--- src/rtl/fetch_ctrl.sv ---
// Fetch-stage sequencing controller: turns load-use hazards, EX redirects, instruction-memory
// wait states and halt into PC-hold, redirect and IF/ID / ID/EX pipeline control.
module fetch_ctrl #(
    parameter int unsigned BOOT_CYCLES = 4,
    parameter int unsigned FLUSH_SLOTS = 1,
    parameter logic [31:0] RESET_PC    = 32'h0000_0000
) (
    input  logic        clk,
    input  logic        rst_n,
    input  logic [31:0] fetch_pc,
    input  logic [4:0]  id_rs,
    input  logic [4:0]  id_rt,
    input  logic        ex_memread,
    input  logic [4:0]  ex_rt,
    input  logic        br_taken,
    input  logic [2:0]  br_op,
    input  logic [31:0] br_target,
    input  logic        imem_ready,
    input  logic        halt_req,
    output logic        stop,
    output logic [31:0] ori_pc,
    output logic        jmp,
    output logic [2:0]  op,
    output logic [31:0] dest,
    output logic        ifid_hold,
    output logic        ifid_flush,
    output logic        idex_bubble,
    output logic        halted
);

    localparam logic [2:0] S_BOOT  = 3'd0;
    localparam logic [2:0] S_RUN   = 3'd1;
    localparam logic [2:0] S_WAIT  = 3'd2;
    localparam logic [2:0] S_FLUSH = 3'd3;
    localparam logic [2:0] S_HALT  = 3'd4;

    // Extra flush cycles after the redirect cycle itself, minus one (counter runs down to zero).
    localparam logic [1:0] FLUSH_RELOAD = (FLUSH_SLOTS > 1) ? 2'(FLUSH_SLOTS - 2) : 2'd0;

    logic [2:0]  state, state_nxt;
    logic [15:0] boot_cnt;
    logic [1:0]  flush_cnt, flush_cnt_nxt;
    logic [31:0] last_pc;
    logic        load_use;
    logic        boot_done;

    assign load_use  = ex_memread && (ex_rt != '0) && ((ex_rt == id_rs) || (ex_rt == id_rt));
    assign boot_done = (32'(boot_cnt) + 32'd1) >= BOOT_CYCLES;
    assign ori_pc    = last_pc;

    always_comb begin
        state_nxt     = state;
        flush_cnt_nxt = flush_cnt;
        stop          = 1'b0;
        jmp           = 1'b0;
        op            = '0;
        dest          = '0;
        ifid_hold     = 1'b0;
        ifid_flush    = 1'b0;
        idex_bubble   = 1'b0;
        halted        = 1'b0;
        case (state)
            S_BOOT: begin
                stop       = 1'b1;
                ifid_flush = 1'b1;
                if (boot_done) state_nxt = S_RUN;
            end
            S_RUN, S_WAIT, S_FLUSH: begin
                if (halt_req) begin
                    stop       = 1'b1;
                    ifid_flush = 1'b1;
                    state_nxt  = S_HALT;
                end else if (br_taken) begin
                    jmp         = 1'b1;
                    op          = br_op;
                    dest        = br_target;
                    ifid_flush  = 1'b1;
                    idex_bubble = 1'b1;
                    if (FLUSH_SLOTS > 1) begin
                        state_nxt     = S_FLUSH;
                        flush_cnt_nxt = FLUSH_RELOAD;
                    end else begin
                        state_nxt = S_RUN;
                    end
                end else if (state == S_FLUSH) begin
                    ifid_flush = 1'b1;
                    if (flush_cnt == '0) state_nxt = S_RUN;
                    else flush_cnt_nxt = flush_cnt - 2'd1;
                end else if (load_use) begin
                    stop        = 1'b1;
                    ifid_hold   = 1'b1;
                    idex_bubble = 1'b1;
                    state_nxt   = S_RUN;
                end else if (!imem_ready) begin
                    stop       = 1'b1;
                    ifid_flush = 1'b1;
                    state_nxt  = S_WAIT;
                end else begin
                    // WAIT behaves as RUN once memory is ready, so stop drops in that same cycle.
                    state_nxt = S_RUN;
                end
            end
            S_HALT: begin
                stop       = 1'b1;
                ifid_flush = 1'b1;
                halted     = 1'b1;
            end
            default: begin
                stop       = 1'b1;
                ifid_flush = 1'b1;
                state_nxt  = S_BOOT;
            end
        endcase
    end

    always_ff @(posedge clk or negedge rst_n) begin
        if (!rst_n) begin
            state     <= S_BOOT;
            boot_cnt  <= '0;
            flush_cnt <= '0;
            last_pc   <= RESET_PC;
        end else begin
            state     <= state_nxt;
            flush_cnt <= flush_cnt_nxt;
            if (state == S_BOOT && !boot_done) boot_cnt <= boot_cnt + 16'd1;
            if (!stop) last_pc <= fetch_pc;
        end
    end

endmodule
--- config.mk ---
export PLATFORM = sky130hd
export DESIGN_NAME = fetch_ctrl
export DESIGN_NICKNAME = d
export VERILOG_FILES = /design/src/rtl/fetch_ctrl.sv
export SDC_FILE = /design/constraint.sdc
export NUM_CORES = 1
export LEC_CHECK = 0
export BUFFER_PORTS_ARGS = -buffer_cell sky130_fd_sc_hd__buf_2
export CAP_MARGIN = 0
export CORE_MARGIN = 2
export CORE_UTILIZATION = 40
export DETAILED_ROUTE_END_ITERATION = 8
export PLACE_DENSITY = 0.77
export SETUP_SLACK_MARGIN = 0.15
export SLEW_MARGIN = 10
export SYNTH_ARGS = -nofsm -noshare
export SYNTH_HDL_FRONTEND = slang
export SYNTH_SLANG_ARGS = --single-unit
--- constraint.sdc ---
create_clock -name clk -period 1.8 [get_ports clk]
set_clock_uncertainty 0.15 [all_clocks]
set_input_delay 0.18 -clock clk [delete_from_list [all_inputs] [get_ports clk]]
set_output_delay 0.18 -clock clk [all_outputs]
set_load 0.01 [all_outputs]
Word-level counts from Yosys, hierarchy flattened
Cells that the tools add are included.
Word-level totals
  flip-flop bits (word level): 53
  latch bits: 0
  memory bits (writable): 0
  bits in read-only memories: 0
  input port bits: 88
  output and inout bits: 73
  logic and storage cells: 68
  memories: 0
Operators by class
  add/subtract/negate cells: 3
  multipliers: 0
  div/mod/pow operators: 0
  magnitude comparators: 1
  equal/unequal tests: 8
  shifts and indexed selects: 0
  mux-type cells: 37
  bitwise gates (word level): 4
  reductions and logical operators: 11
Operator list (number)
  $mux 32: 3
  $mux 3: 8
  $mux 1: 23
  $add 16x1->17 const B: 1
  $ge 17x3->1 const B: 1
  $add 16x1->16 const B: 1
  $eq 5x5->1: 2
  $pmux 3 s3: 1
  $eq 3x2->1 const B: 2
  $ne 5x5->1 const B: 1
  $reduce_and 5->1: 1
  $reduce_bool 5->1: 1
  $mux 2: 2
  $not 1->1: 4
  $eq 3x1->1 const B: 1
  $eq 3x3->1 const B: 1
  $logic_and 1x1->1: 3
  $logic_not 3->1: 1
  $reduce_and 3->1: 1
  $reduce_or 3->1: 1
  $logic_not 2->1: 1
  $ne 2x2->1 const B: 1
  $sub 2x1->2 const B: 1
  $logic_not 1->1: 1
  $logic_or 1x1->1: 1

Logic depth before layout (Yosys ltp)
  depth in word-level cells: 8
  depth in mapped cells: 7
  depth with buffers taken out: 7

Least setup slack after synthesis
Ideal clock, no wire load.
  path kind: reg-to-reg
  start point: reg boot_cnt[0]
  end point: reg boot_cnt[1]
  setup time: 0.125 ns
  arrival: 1.721 ns
  data required time: 1.525 ns
  path slack: -0.196 ns
  stages on the path, launching flop included: 7
  buffers on the path: 0
  period minus slack after synthesis: 1.996 ns
  path through: dfrtp_1 > ha_1 > and4_1 > o311a_1 > o2111a_1 > nand4_2 > mux2_2
Between the ends
  longest elaborated chain between the ends: 4
  elaborated cells on any way between the ends: 5
  those cells by class: add/sub: 2; order compare: 1; reduce/logical: 2
Ends and longest elaborated chain
  start: declaration: line 41  | logic [15:0] boot_cnt;
  start signal: assignment: line 125  | if (state == S_BOOT && !boot_done) boot_cnt <= boot_cnt + 16'd1;
  $add 16x1->17: line 48  | assign boot_done = (32'(boot_cnt) + 32'd1) >= BOOT_CYCLES;
  $ge 17x3->1: line 48
  $logic_not 1->1: line 125
  $logic_and 1x1->1: line 125
Parallel ways exist; a longest one is shown, timed or not.
A chain may end at the register's enable or synchronous reset.

Worst setup path in the final report
  start point: reg boot_cnt[4]
  end point: reg boot_cnt[1]
Between the ends
  longest elaborated chain between the ends: 4
Ends and longest elaborated chain (line)
  $add 16x1->17: 48
  $ge 17x3->1: 48
  $logic_not 1->1: 125
  $logic_and 1x1->1: 125
No other way between the ends.

==> impl_metrics.yaml <==
run_status:
  status: "complete, but fails checks"
  violations: "negative setup slack"
finish:
  utilization_pct: 80.24
  final_common_cell: "buf_2"
  area_growth_pct: 93.56
  fillers: 327
  layout_common_cells: "buf_2, buf_6, dfrtp_1"
  diodes: 0
  drive_above_1_share_pct: 71.26
  finalNetCount: 584
clock_tree:
  tritoncts.num_buffers: 5
  clkLatencyLatePin_ns: 0.33
  clkSinkCount: 53
  clk_path_buf_depth: 2
  clk_pin_slew_ns: 0.11
  h-tree-depth: 2
  root_buffer: "clkbuf_8"
  cts_tree: "yes"
yosys:
  synth_flop_cell: "dfrtp_1"
  syn_inst: 245
  syn_nets: 336
  async_flop_share_pct: 100.0
  ys_ff_latch: 53
  yosys-top-cells-area: "dfrtp_1, mux2_4, and3_1"
  synth_top_area_cell: "dfrtp_1"
  synth_top_area_share_pct: 47.09
  syn_avg_cell_area_um2: 11.50
  synth_edf_count: 0
  netlist-cell-type-count: 40
  syn_area_um2: 2816
  yosysWarnings: 0
  ys_seq_area_share_pct: 47.09
power_and_ir_drop:
  pwr-share-comb_pct: 55.6
  power.internal_w: 0.003885
  p_switching_w: 0.002256
  pwr-share-seq_pct: 32.4
  clkPwrFrac_pct: 12.0
  switching_share_pct: 36.73
  power.density_nw_per_um2: 1126
  power.total_w: 0.006141
  p_leak_nw: 2.708
  vdd_ir_drop_max_mv: 0.8991
worst_setup_path:
  timing.rr.start: "boot_cnt[4]"
  r2r_cells: 7
  critPathKind: "flip-flop to flip-flop"
  arrival_ns: 2.28
  setup.worst_path.end_class: "flip-flop"
  startpoint_type: "flip-flop"
  critical_path.max_fanout: 6
  required_ns: 1.88
  crit_start: "boot_cnt[4]"
sta:
  hold_slack_ns: 0.1344
  fin_crit_ns: 2.208
  relSlewSlack_pct: 72.96
  period_share_pct: 122.6
  worstMarginPinSlew_ns: 0.4057
  max_freq_mhz: 453.0
  finalSetupTns_ns: -18.80
  hold_violations: 0
  post-route-worst-setup-slack_ns: -0.4076
  setup_viol: 77
  maxSlewViolCount: 0
  rsz0062_at_grt: "yes"
route:
  num_vias: 3212
  drtPass1Iterations: 5
  drt_iter0_drc: 209
  wl_per_cell_um: 22.36
  antenna_left: 0
  post_drt_via_cell_ratio: 5.444
  drc: 0
  drt_wl_total_um: 13190
die:
  num_rows: 30
  coreArea_um2: 6794
  num_io_pins: 161
  start_util_pct: 41.45
  die_area_um2: 7728
  fp.dieW_um: 87.91
  die_y_um: 87.91
placement:
  dpl_worst_slack_ns: -0.3289
  port_buffers: 160
  globalplace.congestion: 0.7572
  dp_hpwl_um: 5678
global_routing:
  antenna_found_initial: 0
  grt_remaining_overflow: 0
  grt_max_degree: 54
  gr-usage-all-layers_pct: 23.10
  grt_pass1_vias: 2792
  grt_pass1_wl_um: 13770
run:
  maxCapViolations: 0
hold_path:
  hold_start: "halt_req"
  holdCritPathClass: "input port to flip-flop"
  min_path_cells: 3
## cell usage after synthesis (3+ instances only)
cell type / instances
xor2_1: 13
nand2_1: 7
nor2_1: 10
nand3_1: 8
mux2_2: 5
nor3_1: 9
ha_1: 3
and3_1: 37
dfrtp_1: 53
mux2_4: 29
buf_6: 3
inv_1: 7
clkbuf_1: 21
xnor2_1: 4
## path summary, 6_finish.rpt
path | end | slack [ns]
max | boot_cnt[1] | -0.41
min | state[0] | 0.13
max reg2reg | boot_cnt[1] | -0.41
min reg2reg | boot_cnt[13] | 0.31
max in group asynchronous | state[1] | 1.02
min in group asynchronous | ori_pc[7] | 0.22
## power groups by stage
stage / Clock [W] / Combinational (W) / Sequential, W
floorplan: 0 / 0.00119 / 0.00206
global placement: 0 / 0.00218 / 0.00190
detailed placement: 0 / 0.00227 / 0.00192
CTS: 0.000699 / 0.00262 / 0.00191
global route: 0.000794 / 0.00353 / 0.00202
finish: 0.000740 / 0.00341 / 0.00199
## critical path, stage by stage, from the launching register on
cell and delay (ns):
dfrtp_1 0.45, nand4_4 0.22, buf_4 0.20, nor2_1 0.24, nand4_1 0.21, o41ai_2 0.12
nand4_2 0.19, mux2_4 0.33
## final cells by class
class / instances / area, um^2 / area share [%]
Timing Repair Buffer: 267 / 2163 / 39.68
Clock inverter: 3 / 22.52 / 0.4131
Sequential cell: 53 / 1334 / 24.47
Inverter: 7 / 26.28 / 0.4820
Clock buffer: 5 / 68.82 / 1.262
Tap cell: 96 / 120.1 / 2.203
Multi-Input combinational cell: 159 / 1717 / 31.49
## logic make-up (layout without fill, tap and decap cells)
| family | after synthesis | count (layout) | synth area share, % |
|---|---|---|---|
| buf+inv | 33 | 282 | 5.376 |
| mux | 35 | 35 | 17.81 |
| fa+ha+maj | 3 | 3 | 1.333 |
| compound gates | 16 | 16 | 4.753 |
| xor+xnor | 17 | 17 | 5.286 |
| simple gates | 88 | 88 | 18.35 |
| flops | 53 | 53 | 47.09 |
## registers in the layout (all words and copies together), names as in the netlist
| register | flops |
|---|---|
| state | 3 |
| ori_pc | 32 |
| flush_cnt | 2 |
| boot_cnt | 16 |
## metal layers
metal  global-route usage [%]  vias to the layer above  part of all wire (%)  wire length (um)
li1                         -                     1349                     -                 -
met1                    27.29                     1594                    37              4887
met2                    40.56                      192                    52              6817
met3                    4.147                       77                   5.2               692
met4                    10.91                        0                   6.0               796
met5                        0                        -                     0                 0
## repair_timing
action	CTS	global route
buffers inserted	11	14
cloned	2	6
gates resized for setup	36	97
setup endpoints to repair	78	80
hold buffers	33	0
pin swaps	12	37
endpoints found under the hold margin	85	0
## per-stage QoR
| step | instances | instance area [um^2] |
|---|---|---|
| 6_report | 590 | 5451 |
| 3_3_place_gp | 516 | 4029 |
| 4_1_cts | 570 | 4713 |
| 2_1_floorplan | 245 | 2893 |
| 3_5_place_dp | 516 | 4029 |
| 5_1_grt | 590 | 5451 |
(Power assumes the default switching activity.)
